## src/rtl/window_gen_3x3.sv

```systemverilog
// window_gen_3x3: turns a raster-order signed pixel stream into 3x3 sliding
// windows (stride 1, no padding) for the 3x3 PE array.
// Two line buffers hold rows r-1 and r-2; a 3x3 shift register forms the window.
// A window is emitted for every accepted pixel at row>=2, col>=2.
// Note: rst_n is a synchronous, active-HIGH reset (1 = reset) despite its name.
module window_gen_3x3 #(
  parameter int input_width = 8,
  parameter int IMG_W       = 32,
  parameter int IMG_H       = 32,
  parameter int PE_arr_size = 9
) (
  input  logic                          clk,
  input  logic                          rst_n,
  input  logic                          pix_valid,
  input  logic signed [input_width-1:0] pix_data,
  output logic                          pix_ready,
  output logic                          win_valid,
  output logic signed [input_width-1:0] win_data [PE_arr_size-1:0],
  input  logic                          win_ready,
  output logic                          frame_done
);

  localparam int CW = $clog2(IMG_W);
  localparam int RW = $clog2(IMG_H);
  localparam logic [CW-1:0] COL_LAST = CW'(IMG_W - 1);
  localparam logic [RW-1:0] ROW_LAST = RW'(IMG_H - 1);
  localparam logic [CW-1:0] COL_WIN  = CW'(2);
  localparam logic [RW-1:0] ROW_WIN  = RW'(2);

  logic [CW-1:0] col;
  logic [RW-1:0] row;
  logic signed [input_width-1:0] lb1 [IMG_W];
  logic signed [input_width-1:0] lb2 [IMG_W];

  logic accept;
  logic at_window;
  logic last_pix;

  // Single output register: a new pixel may enter whenever the window slot is
  // empty or is being drained this cycle; never during reset.
  assign pix_ready = !rst_n && (!win_valid || win_ready);
  assign accept    = pix_valid && pix_ready;
  assign at_window = (row >= ROW_WIN) && (col >= COL_WIN);
  assign last_pix  = (row == ROW_LAST) && (col == COL_LAST);

  // Raster position counters; row wraps so the next frame starts at (0,0).
  always_ff @(posedge clk) begin
    if (rst_n) begin
      col <= {CW{1'b0}};
      row <= {RW{1'b0}};
    end else if (accept) begin
      if (col == COL_LAST) begin
        col <= {CW{1'b0}};
        if (row == ROW_LAST) begin
          row <= {RW{1'b0}};
        end else begin
          row <= row + RW'(1);
        end
      end else begin
        col <= col + CW'(1);
      end
    end
  end

  // Line buffers: lb1 holds the previous row, lb2 the row before it.
  always_ff @(posedge clk) begin
    if (rst_n) begin
      for (int i = 0; i < IMG_W; i++) begin
        lb1[i] <= {input_width{1'b0}};
        lb2[i] <= {input_width{1'b0}};
      end
    end else if (accept) begin
      lb2[col] <= lb1[col];
      lb1[col] <= pix_data;
    end
  end

  // Window shift register: shift left one column, new column enters on the
  // right (top = row r-2, middle = row r-1, bottom = incoming pixel).
  // It only moves on accept, so it stays stable while a window is stalled.
  always_ff @(posedge clk) begin
    if (rst_n) begin
      for (int i = 0; i < PE_arr_size; i++) begin
        win_data[i] <= {input_width{1'b0}};
      end
    end else if (accept) begin
      for (int i = 0; i < 3; i++) begin
        win_data[3*i]     <= win_data[3*i + 1];
        win_data[3*i + 1] <= win_data[3*i + 2];
      end
      win_data[2] <= lb2[col];
      win_data[5] <= lb1[col];
      win_data[8] <= pix_data;
    end
  end

  // Window valid flag and end-of-frame pulse, both one cycle after the accept.
  always_ff @(posedge clk) begin
    if (rst_n) begin
      win_valid  <= 1'b0;
      frame_done <= 1'b0;
    end else begin
      frame_done <= accept && last_pix;
      if (accept && at_window) begin
        win_valid <= 1'b1;
      end else if (win_ready) begin
        win_valid <= 1'b0;
      end
    end
  end

endmodule

```

## config.mk

```make
export PLATFORM = sky130hd
export DESIGN_NAME = window_gen_3x3
export DESIGN_NICKNAME = d
export VERILOG_FILES = /design/src/rtl/window_gen_3x3.sv
export SDC_FILE = /design/constraint.sdc
export NUM_CORES = 1
export LEC_CHECK = 0
export CORE_MARGIN = 4
export CORE_UTILIZATION = 45
export CTS_CLUSTER_DIAMETER = 30
export DETAILED_ROUTE_END_ITERATION = 12
export GPL_TIMING_DRIVEN = 0
export PLACE_DENSITY = 0.68
export SYNTH_ARGS = -nofsm -noshare
export SYNTH_HDL_FRONTEND = slang
export SYNTH_SLANG_ARGS = --single-unit
```

## constraint.sdc

```tcl
create_clock -name clk -period 3.77 [get_ports clk]
set_clock_uncertainty 0.05 [all_clocks]
set_input_delay 0.9425 -clock clk [delete_from_list [all_inputs] [get_ports clk]]
set_output_delay 0.9425 -clock clk [all_outputs]
set_load 0.005 [all_outputs]
```

==> metrics.csv <==
stage;metric;value;unit
status;violations;setup timing;
setup_path;crit_type;reg -> reg;
sta;final-setup-viol-count;120;
detailed_routing;drcViolationCount;0;
floorplanning;rows;88;
detailed_routing;wl;80400;um
flow_run;drv_cap;0;
grt;grt_pass1_vias;17700;
sta;min_period;3.93;ns
setup_path;crit_path_end_kind;flip-flop;
power_and_ir_drop;cellLeakagePower;0.0113;uW
worst_hold_path;hold_start;win_data[53]$_SDFFE_PP0P_;
sta;worst_slack;-0.160;ns
power_and_ir_drop;vdd_drop_max;0.000402;V
power_and_ir_drop;powerDensity;598;nW/um^2
setup_path;arrival;4.19;ns
clocking;htree_levels;3;
synth;synth_ff_type;edfxtp_1;
grt;grt_overflow_total;0;
setup_path;required;4.03;ns
status;status;finished, violations left;
sta;rsz0062_at_grt;yes;
setup_path;crit_path_max_fanout;16;
sta;hold_viol_final;0;
setup_path;r2r_slack;-0.16;ns
finish;area_delta_synth_final;23.3;%
synth;synth-seq-cells;601;
detailed_routing;first_iter_violations;2043;
clocking;cts_tree;yes;
setup_path;reg2reg_to;lb1[16][0]$_SDFFCE_PN0P_;
grt;grt.total_usage;25.1;%
floorplanning;dieArea;62600;sq um
detailed_routing;firstDrtPassIters;6;
setup_path;max_stage_delay;0.70;ns
clocking;cts_buffer_depth;3;
detailed_routing;postRouteAntennaNets;0;
sta;fmax;0.254;GHz
clocking;clkLatencyLatePin;0.66;ns
detailed_routing;wl_per_cell;26.4;um
clocking;clock-sinks;601;
clocking;path_clk_slew;0.05;ns
synth;syn_area_per_cell;13.3;sq um
finish;final_cell_mix;edfxtp_1, and2_1, nor2_1, nor2_2, mux2i_1;
setup_path;cpMaxStageDelayCell;ha_1;
synth;syn-cell-area;26400;sq um
grt;grt_max_degree;17;
worst_hold_path;hp-class;reg -> reg;
floorplanning;chipWidth;250;um
synth;syn_inst;1982;
sta;worstMarginPinSlew;1.47;ns
floorplanning;initial_core_util;45.6;%
sta;drv_slew;0;
placed_design;dp_cells;2833;
synth;ys_seq_area_share;64.9;%
synth;synthesis.nets;2002;
placed_design;gp_congestion;0.951;
placed_design;dp_slack;-1.19;ns
finish;final_cells;3049;
setup_path;crit_chain;clkbuf_1 -> clkdlybuf4s15_2 -> clkbuf_2 -> inv_1 -> ha_1 -> nand3_1 -> nand2_4;
finish;drive_gt1_share;22.5;%
finish;finalNetCount;2201;
placed_design;hpwl;52700;um
synth;synth.distinct_cells;38;
clocking;cts_root_buf;clkbuf_16;
synth;ys_warn_count;0;
grt;grt_pass1_wl;116000;um
worst_hold_path;holdPathStages;2;
clocking;postCtsSetupBuffers;0;
synth;synth_edf_count;512;
placed_design;io_buffers;86;
floorplanning;core;57900;sq um
finish;final_common_cell;edfxtp_1;
detailed_routing;vias_per_cell;5.88;
detailed_routing;vias;17900;
synth;ys_async_sr_fraction;0;%
grt;antenna_found_initial;1;
setup_path;r2r_cells;7;
clocking;cts_buffers;113;
setup_path;reg2reg_from;col[1]$_SDFFE_PP0P_;
worst_hold_path;min_to;win_data[53]$_SDFFE_PP0P_;
sta;max_slew_margin;2.05;%
floorplanning;die_h;250;um
floorplanning;pin_count;87;
setup_path;start_kind;flip-flop;
sta;finalCritPeriodShare;104;%
==> sequential cells by signal, indices dropped and copies added (netlist names), named ones only <==
register / flops
frame_done: 1
lb2: 256
col: 5
row: 5
win_data: 72
lb1: 256
win_valid: 1
==> area by class of cell <==
| type | instances | area (sq um) |
|---|---|---|
| clock buffer | 123 | 2940 |
| multi-input combinational | 1223 | 8740 |
| timing repair buffer | 86 | 861 |
| inverter | 4 | 15.0 |
| tap | 765 | 957 |
| fill | 4594 | 25300 |
| clock inverter | 93 | 1040 |
| antenna | 2 | 5.00 |
| sequential | 601 | 17200 |
| buffer | 152 | 857 |
==> synth_stat cells, drive strengths merged (51+ instances only) <==
master	instances	area, sq um
buf	64	513
clkbuf	90	338
a22oi	64	480
and2	259	1620
edfxtp	512	15400
o21ai	68	340
mux4	64	1440
a21oi	51	255
mux2i	128	1280
nand2	152	571
dfxtp	89	1780
nor2	294	1400
==> stage by stage <==
step | cell area, sq um | utilization (%) | power [uW] | hold WS [ns] | setup TNS (ns)
3_5_place_dp | 28200 | 48.7 | 9150 | 0.400 | -645.06
2_1_floorplan | 26400 | - | 8470 | 0.402 | 0
4_1_cts | 32500 | 56.0 | 19500 | 0.408 | 0
6_report | 32600 | 56.2 | 19500 | 0.403 | -13.80
5_1_grt | 32600 | 56.2 | 19900 | 0.417 | -17.34
3_3_place_gp | 28200 | 48.7 | 9120 | 0.396 | -589.42
==> kinds of logic (layout without fill, tap and decap cells) <==
kind of cell / Yosys count / in the layout / share of synthesized area, %
mux: 192 / 192 / 10.3
compound gates: 226 / 226 / 5.40
other cells: 0 / 2 / 0
fa+ha+maj: 8 / 8 / 0.379
simple gates: 797 / 797 / 15.7
flops: 601 / 601 / 64.9
buf+inv: 158 / 458 / 3.28
==> power breakdown <==
group / internal [uW] / total (uW) / switching, uW
sequential: 7460 / 7570 / 110
combinational: 486 / 1520 / 1030
clock: 6690 / 10400 / 3700
total: 14600 / 19500 / 4840
==> routing by layer <==
metal  wire (um)  global-route usage, %
met4        3310                   10.7
met5           0                      0
met1       30500                   33.0
met2       37400                   39.5
met3        9210                   7.00
==> critical path: cells and delay by family, from the launching register on <==
kind / cells / cell delay, ns
buf+inv: 4 / 1.31
simple gates: 2 / 1.18
fa+ha+maj: 1 / 0.70
flops: 1 / 0.33
==> worst max path at each step <==
stage,from,end,slack (ns)
after floorplan,win_ready,lb1[10][0]$_SDFFCE_PN0P_,0.71
after global placement,win_ready,lb1[30][6]$_SDFFCE_PN0P_,-1.13
after detailed placement,win_ready,lb1[26][2]$_SDFFCE_PN0P_,-1.19
after CTS,win_ready,lb1[23][4]$_SDFFCE_PN0P_,0.02
after global routing,col[1]$_SDFFE_PP0P_,lb1[4][0]$_SDFFCE_PN0P_,-0.15
final,col[1]$_SDFFE_PP0P_,lb1[16][0]$_SDFFCE_PN0P_,-0.16
==> what timing repair did <==
| item | in CTS | in global routing |
|---|---|---|
| pin swaps | 0 | 1 |
| resized for setup | 73 | 26 |
| hold buffers | 0 | 0 |
| endpoints found under the setup margin | 768 | 532 |
No activity file was read; power rests on OpenSTA's default activity.
